<file path="src/rtl/bf_sweep_pkg.sv">
// Shared types and sizes for the boolean-function sweep controller.
package bf_sweep_pkg;

    typedef enum logic [1:0] {
        IDLE    = 2'd0,
        SETTLE  = 2'd1,
        CAPTURE = 2'd2,
        DONE    = 2'd3
    } state_e;

    localparam int N_PAT = 8;
    localparam int IDX_W = 3;
    localparam int ERR_W = 4;

endpackage

</file>
<file path="src/rtl/bf_dwell_timer.sv">
// Settle-time counter: counts while enabled, flags the last cycle of the dwell window.
module bf_dwell_timer #(
    parameter int DWELL = 4,
    parameter int CNT_W = 8
) (
    input  logic clk,
    input  logic rst,
    input  logic clr,
    input  logic en,
    output logic expire
);

    logic [CNT_W-1:0] cnt_q;

    // dwell counter, clear has priority over count
    always_ff @(posedge clk or posedge rst) begin
        if (rst) begin
            cnt_q <= {CNT_W{1'b0}};
        end else if (clr) begin
            cnt_q <= {CNT_W{1'b0}};
        end else if (en) begin
            cnt_q <= cnt_q + CNT_W'(1);
        end else begin
            cnt_q <= cnt_q;
        end
    end

    assign expire = (cnt_q == CNT_W'(DWELL - 1));

endmodule

</file>
<file path="src/rtl/bf_sweep_ctrl.sv">
// Sweeps all 8 patterns into a 3-input function, captures its truth table
// and compares it against an expected table.
module bf_sweep_ctrl
    import bf_sweep_pkg::*;
#(
    parameter int DWELL = 4,
    parameter int CNT_W = 8
) (
    input  logic       clk,
    input  logic       rst,
    input  logic       start,
    input  logic [7:0] expected,
    output logic       outA,
    output logic       outB,
    output logic       outC,
    input  logic       fIn,
    output logic       busy,
    output logic       done,
    output logic [7:0] truth_table,  // "table" is a reserved word
    output logic       match,
    output logic [3:0] errCnt
);

    state_e             state_q;
    logic [IDX_W-1:0]   idx_q;
    logic [N_PAT-1:0]   tbl_q;
    logic [N_PAT-1:0]   tbl_d;
    logic [ERR_W-1:0]   err_q;
    logic [ERR_W-1:0]   err_d;
    logic               busy_q;
    logic               done_q;
    logic               match_q;
    logic               accept_s;
    logic               expire_s;
    logic               last_s;

    assign accept_s = start && ((state_q == IDLE) || (state_q == DONE));
    assign last_s   = (idx_q == IDX_W'(N_PAT - 1));

    bf_dwell_timer #(
        .DWELL (DWELL),
        .CNT_W (CNT_W)
    ) u_timer (
        .clk    (clk),
        .rst    (rst),
        .clr    (accept_s || (state_q == CAPTURE)),
        .en     (state_q == SETTLE),
        .expire (expire_s)
    );

    // table and error count as they will be after capturing the current pattern
    always_comb begin
        tbl_d        = tbl_q;
        tbl_d[idx_q] = fIn;
        if (fIn != expected[idx_q]) begin
            err_d = err_q + ERR_W'(1);
        end else begin
            err_d = err_q;
        end
    end

    // sweep FSM with registered pattern drive and results
    always_ff @(posedge clk or posedge rst) begin
        if (rst) begin
            state_q <= IDLE;
            idx_q   <= {IDX_W{1'b0}};
            tbl_q   <= {N_PAT{1'b0}};
            err_q   <= {ERR_W{1'b0}};
            busy_q  <= 1'b0;
            done_q  <= 1'b0;
            match_q <= 1'b0;
        end else begin
            case (state_q)
                IDLE, DONE: begin
                    if (start) begin
                        state_q <= SETTLE;
                        idx_q   <= {IDX_W{1'b0}};
                        tbl_q   <= {N_PAT{1'b0}};
                        err_q   <= {ERR_W{1'b0}};
                        busy_q  <= 1'b1;
                        done_q  <= 1'b0;
                        match_q <= 1'b0;
                    end else begin
                        state_q <= state_q;
                    end
                end
                SETTLE: begin
                    if (expire_s) begin
                        state_q <= CAPTURE;
                    end else begin
                        state_q <= SETTLE;
                    end
                end
                CAPTURE: begin
                    tbl_q <= tbl_d;
                    err_q <= err_d;
                    if (last_s) begin
                        state_q <= DONE;
                        idx_q   <= {IDX_W{1'b0}};
                        busy_q  <= 1'b0;
                        done_q  <= 1'b1;
                        match_q <= (err_d == {ERR_W{1'b0}});
                    end else begin
                        state_q <= SETTLE;
                        idx_q   <= idx_q + IDX_W'(1);
                    end
                end
                default: begin
                    state_q <= IDLE;
                end
            endcase
        end
    end

    assign {outA, outB, outC} = idx_q;
    assign busy        = busy_q;
    assign done        = done_q;
    assign truth_table = tbl_q;
    assign match       = match_q;
    assign errCnt      = err_q;

endmodule
</file>
<file path="config.mk">
export PLATFORM = sky130hd
export DESIGN_NAME = bf_sweep_ctrl
export DESIGN_NICKNAME = d
export VERILOG_FILES = /design/src/rtl/bf_sweep_pkg.sv /design/src/rtl/bf_dwell_timer.sv /design/src/rtl/bf_sweep_ctrl.sv
export SDC_FILE = /design/constraint.sdc
export NUM_CORES = 1
export LEC_CHECK = 0
export ABC_CLOCK_PERIOD_IN_PS = 2000
export CAP_MARGIN = 10
export CORE_ASPECT_RATIO = 1.1
export CORE_MARGIN = 4
export CORE_UTILIZATION = 25
export CTS_CLUSTER_DIAMETER = 50
export DETAILED_ROUTE_END_ITERATION = 6
export GPL_ROUTABILITY_DRIVEN = 0
export PLACE_DENSITY = 0.43
export SLEW_MARGIN = 20
export SYNTH_ARGS = -nofsm -noshare
export SYNTH_HDL_FRONTEND = slang
export SYNTH_SLANG_ARGS = --single-unit
</file>
<file path="constraint.sdc">
create_clock -name clk -period 2 [get_ports clk]
set_input_delay 0.4 -clock clk [delete_from_list [all_inputs] [get_ports clk]]
set_output_delay 0.4 -clock clk [all_outputs]
set_load 0.05 [all_outputs]
</file>
==> Word level (Yosys, flattened, before mapping) <==
Index checks and enable logic that the tools add are counted.
{ "op_classes": {"add_sub_neg": 3, "order_cmp": 2, "n_eq_ne": 8, "muxes": 27, "n_reduce_logical": 11} }
{ "op_table": {"columns": ["operator", "n"], "rows": [
  ["8-bit two-way mux", 3],
  ["8-bit one-hot mux with 2 select lines", 1],
  ["8-bit by 1-bit adder with 8-bit output (second input constant)", 1],
  ["8-bit bitwise mux", 1],
  ["8-bit by 2-bit == test with 1-bit output (second input constant)", 1],
  ["4-bit two-way mux", 2],
  ["4-bit one-hot mux with 2 select lines", 1],
  ["1-bit two-way mux", 7],
  ["2-bit two-way mux", 3],
  ["3-bit two-way mux", 2],
  ["1-bit one-hot mux with 2 select lines", 3],
  ["2-bit one-hot mux with 3 select lines", 1],
  ["3-bit one-hot mux with 2 select lines", 1],
  ["4-bit by 1-bit adder with 4-bit output (second input constant)", 1],
  ["2-bit == test (second input constant)", 2],
  ["4-bit logical NOT", 1],
  ["3-bit by 4-bit < comparator with 1-bit output (second input constant)", 1],
  ["2-bit inequality test (second input constant)", 2],
  ["2-bit nonzero test", 2],
  ["3-bit by 1-bit adder with 3-bit output (second input constant)", 1],
  ["1-bit binary-select mux with 3-bit select", 1],
  ["1-bit demux with 3-bit select", 1],
  ["3-bit == test (second input constant)", 1],
  ["3-bit by 1-bit greater-or-equal comparator with 1-bit output (second input constant)", 1],
  ["8 further kinds", 10]
]} }
{ "word_totals": {"regBits": 28, "output_inout_bits": 18, "word_cells": 59} }

==> Logic depth before layout (Yosys ltp) <==
Gate-level depths: netlist (run 1).
{ "logic_depth": {"depth_word": 7, "mapped_depth": 8, "ltp_nobuf": 7} }

==> Cells and area by module <==
From an unflattened synthesis (run 1), not the netlist that was laid out.
{ "hier_totals": {"hier_cells": 188, "area_unflattened_um2": 1695.4} }
{ "by_module_without_submodules": {"columns": ["module", "instances", "cells_each", "area_per_inst_um2", "seq_area_each_um2"], "rows": [
  ["bf_sweep_ctrl", 1, 146, 1278.7, 500.5],
  ["bf_dwell_timer", 1, 42, 416.6, 200.2]
]} }

==> Worst setup path after synthesis (run 1) <==
Ideal clock, no wire load.
{ "synth_path": {"kind": "reg2reg", "from": "register idx_q[0]", "to": "register match_q, in the netlist match", "setup_ps": 130, "t_arrival_ps": 2179, "setup_slack_ps": -309, "stages_incl_launch_ff": 6, "path_buffers": 0, "cell_sequence": "dfrtp_1 -> mux4_1 -> mux2_4 -> xor2_2 -> mux2i_1 -> o31ai_2"} }
{ "synth_between": {"elab_chain_len": 7, "word_cells_on_any_way": 10} }
{ "synth_rtl": {"columns": ["element", "line_no", "text"], "rows": [
  ["from (decl)", "bf_sweep_ctrl.sv:25", "logic [IDX_W-1:0] idx_q;"],
  ["from (signal assigned)", "bf_sweep_ctrl.sv:66", "idx_q <= {IDX_W{1'b0}};"],
  ["from (signal assigned)", "bf_sweep_ctrl.sv:77", "idx_q <= {IDX_W{1'b0}};"],
  ["from (signal assigned)", "bf_sweep_ctrl.sv:99", "idx_q <= {IDX_W{1'b0}};"],
  ["1-bit binary-select mux with 3-bit select", "bf_sweep_ctrl.sv:55", "if (fIn != expected[idx_q]) begin"],
  ["1-bit two-way mux (implied by the code)", "bf_sweep_ctrl.sv:55", null],
  ["1-bit inequality test", "bf_sweep_ctrl.sv:55", null],
  ["4-bit two-way mux", "bf_sweep_ctrl.sv:55", null],
  ["4-bit logical NOT", "bf_sweep_ctrl.sv:102", "match_q <= (err_d == {ERR_W{1'b0}});"],
  ["1-bit two-way mux", "bf_sweep_ctrl.sv:97", "if (last_s) begin"],
  ["1-bit one-hot mux with 2 select lines", "bf_sweep_ctrl.sv:73", "case (state_q)"],
  ["to (signal assigned)", "bf_sweep_ctrl.sv:102", null],
  ["to (decl)", "bf_sweep_ctrl.sv:32", "logic match_q;"]
]} }
Several ways; a longest one is shown, not always the timed one. The select of a mux whose other input is x is not followed.
A chain may end at the register's enable or synchronous reset.

==> Worst setup path after layout (run 1) <==
{ "layout_path": {"from": "input port expected[4]", "to": "register match_q, in the netlist match"} }
{ "layout_between": {"elab_chain_len": 7} }
{ "layout_rtl": {"columns": ["element", "line_no", "text"], "rows": [
  ["from (decl)", "bf_sweep_ctrl.sv:12", "input logic [7:0] expected,"],
  ["1-bit binary-select mux with 3-bit select", "bf_sweep_ctrl.sv:55", null],
  ["1-bit two-way mux (implied by the code)", "bf_sweep_ctrl.sv:55", null],
  ["1-bit inequality test", "bf_sweep_ctrl.sv:55", null],
  ["4-bit two-way mux", "bf_sweep_ctrl.sv:55", null],
  ["4-bit logical NOT", "bf_sweep_ctrl.sv:102", null],
  ["1-bit two-way mux", "bf_sweep_ctrl.sv:97", null],
  ["1-bit one-hot mux with 2 select lines", "bf_sweep_ctrl.sv:73", null]
]} }
Every way passes these cells. The select of a mux whose other input is x is not followed.

==> metrics.md, run 1 <==
| Metric | Value |
|---|---|
| Clock power frac | `15.9%` |
| Number of max-cap violations | `0` |
| Syn Nets | `190` |
| Hold Slack | `0.4803 ns` |
| Critical path startpoint category | `input port` |
| P&R area growth vs syn | `30.36%` |
| Final Setup Violations | `0` |
| Tcrit/Tclk final | `98.83%` |
| Sw power | `829.2 µW` |
| Synth Instances | `172` |
| Final WL | `3887 µm` |
| Pin count of the biggest net entering global routing | `29` |
| Ports | `30` |
| Nets | `228` |
| Worst slew margin | `66.52%` |
| Mapped cell area | `1599 µm²` |
| Most area-hungry cell type in the Yosys netlist | `dfrtp_1` |
| Clock Skews | `0.006571 ns` |
| Layout fillers | `665` |
| Share of cells above drive strength 1 | `14.83%` |
| Mean Syn Cell Area | `9.297 µm²` |
| Routed WL per cell | `13.45 µm` |
| Switching Share | `41.26%` |
| DR DRC count | `0` |
| Synth Flop Type | `dfrtp_1` |
| Logic pwr share | `48.1%` |
| Die Area | `7741 µm²` |
| Worst-Margin Slew | `0.5006 ns` |
| Core Footprint | `6193 µm²` |
| Initial antenna violation count | `0` |
| Minimum clock period | `1.977 ns` |
| H-tree depth | `1` |
| R2R Path Start | `idx_q[0]` |
| Die height | `91.88 µm` |
| Number of enable flip-flop cells after synthesis | `0` |
| Worst-Skew Late Latency | `0.27 ns` |
| Int Pwr | `1181 µW` |
| Number of synthesized register bits | `28` |
| Final Util | `33.66%` |
| Worst Path Arrival | `2.14 ns` |
| Fmax | `0.5059 GHz` |
| Synth async-reset ratio | `100.0%` |
| Pwr dens | `964.1 nW/µm²` |
| Cts bufs inserted | `3` |
| CTS tree | `built` |
| Total Routing Usage GR | `10.05%` |
| DR iter-0 viols | `42` |
| I/O Buffers | `29` |
| Leak | `0.0009361 µW` |
| Routed vias/inst | `4.633` |
| WP data required | `2.16 ns` |
| Most frequent cells after synthesis | `dfrtp_1 (28), nor2_1 (24), nand2_1 (17)` |
| Ant. Diodes | `0` |
| Register share of total power | `36.0%` |
| First-pass GRT wire length | `6396 µm` |
| Num rows | `30` |
| Remaining global-route overflow | `0` |
| Final Hold Viols | `0` |
| Post-synthesis sequential area ratio | `43.82%` |
| Status | `complete, no violations` |
| RSZ-0062 raised after global routing | `true` |
| Post-CTS Setup Inserts | `0` |
| Count leader, synth | `dfrtp_1` |
| Initial cell density of the core | `25.82%` |
| Synth top area cells | `dfrtp_1 (44%), nor2_1 (5.6%), o21ai_1 (5.0%), ha_1 (4.7%), nand2_1 (4.0%)` |
| Hold WC Path Type | `input port to async pin` |
| FF-to-FF End | `match` |
| Yosys Warn Count | `0` |
| Reg2reg setup slack | `0.06 ns` |
| Synth top area share | `43.82%` |
| Die width | `84.26 µm` |
| Crit end category | `flip-flop` |
| Crit-path max FO | `5` |
| Antenna Nets Post-Route | `0` |
| Final Max Tran Viols | `0` |
| Via Count | `1339` |
| Clk buf depth | `2` |
| HPWL Detailed | `2828 µm` |
| Clk sinks | `28` |
| Max VDD drop | `0.6251 mV` |
| Reg2reg path depth | `5` |
| PnR Total Power | `2010 µW` |
| DRT Pass-1 Iters | `4` |
| Clock Tree Root | `clkbuf_8` |
| Setup Crit Path Kind | `input port to flip-flop` |
| CTS clk-pin slew, worst paths | `0.10 ns` |
| Cell variety after synth | `36` |
| Vias in the first global route | `1331` |
## routing by layer
| metal | global-route usage (%) | vias up | share of wire, % |
|---|---|---|---|
| li1 | - | 683 | - |
| met1 | 13.64 | 638 | 49 |
| met2 | 16.32 | 16 | 48 |
| met3 | 1.797 | 2 | 2.2 |
| met4 | 2.815 | 0 | 0.80 |
| met5 | 0 | - | 0 |
## power by group through the flow
stage               Sequential [µW]  Combinational, µW  Clock [µW]
global route                    736               1070         363
global placement                731                956           0
floorplan                       807                579           0
finish                          723                967         319
CTS                             724                973         342
detailed placement              735                970           0
## critical path: stages
cell and delay, ns:
clkdlybuf4s50_1 0.39, mux4_2 0.44, mux2_4 0.32, xor2_4 0.26, mux2i_1 0.24, o31ai_2 0.08
## layout by cell type, fill, tap and decap left out, types with 2 or more instances in the layout
master and n:
clkdlybuf4s50_1 14, dlygate4sd2_1 4, xor2_1 5, dlymetal6s2s_1 3, nor2_1 24, clkbuf_8 3
ha_1 6, mux2i_1 5, o31ai_1 2, nand3b_1 3, o21ai_1 16, dfrtp_1 27
buf_4 19, nand2_1 17, o22ai_1 3, o21ai_0 2, and3_1 4, nor3_1 3
a21oi_1 10, mux4_2 2, a31oi_1 2, nand4_1 4, nand2b_1 4, inv_1 5
or3_1 2, nor2b_1 2, a22o_1 3
## registers in the layout, summed over array words and instances, names as in the netlist
signal         flops
u_timer.cnt_q      8
state_q            2
truth_table        8
done               1
match              1
idx_q              3
errCnt             4
busy               1
## cells by family after synthesis
group,Yosys count,share of synthesized area [%]
simple gates,66,19.48
compound gates,42,15.57
flops,28,43.82
buf+inv,14,3.365
mux,9,8.763
xor+xnor,7,4.304
fa+ha+maj,6,4.695
## cell type report
type / count / area, µm² / share of cell area, %
Clock buffer: 4 / 45.04 / 2.161
Inverter: 6 / 22.52 / 1.080
Tap cell: 80 / 100.1 / 4.802
Sequential cell: 28 / 701.9 / 33.67
Timing Repair Buffer: 41 / 366.6 / 17.59
Multi-Input combinational cell: 130 / 848.3 / 40.70
## per-stage QoR
step	setup WS [ns]	area (µm²)	cells	setup TNS, ns
2_1_floorplan	-0.07989	1604	172	-0.1200
3_3_place_gp	-0.2707	2033	285	-1.176
3_5_place_dp	-0.3120	2033	285	-1.287
4_1_cts	0.006971	2073	289	0
5_1_grt	-0.03965	2085	289	-0.05949
6_report	0.02341	2085	289	0
## timing repair
action	in CTS	in global routing
pin swaps	1	2
endpoints found under the setup margin	1	2
resized for setup	4	4
hold buffers	0	0
## worst max path at each step
stage | startpoint | to | slack, ns | cells after the start
3_3_place_gp | expected[3] | match | -0.27 | 6
3_5_place_dp | expected[3] | match | -0.31 | 6
4_1_cts | expected[6] | match | 0.007 | 6
5_1_grt | idx_q[0] | errCnt[1] | -0.04 | 6
6_report | expected[4] | match | 0.02 | 6
2_1_floorplan | idx_q[0] | match | -0.08 | 5
No activity file was read; power rests on OpenSTA's default activity.
==> run 2: changes to the inputs <==
Settings changed: CTS_CLUSTER_DIAMETER 50 to not set.
==> results of run 2 <==
Final layout, timing and power as in run 1 (identical DEF).
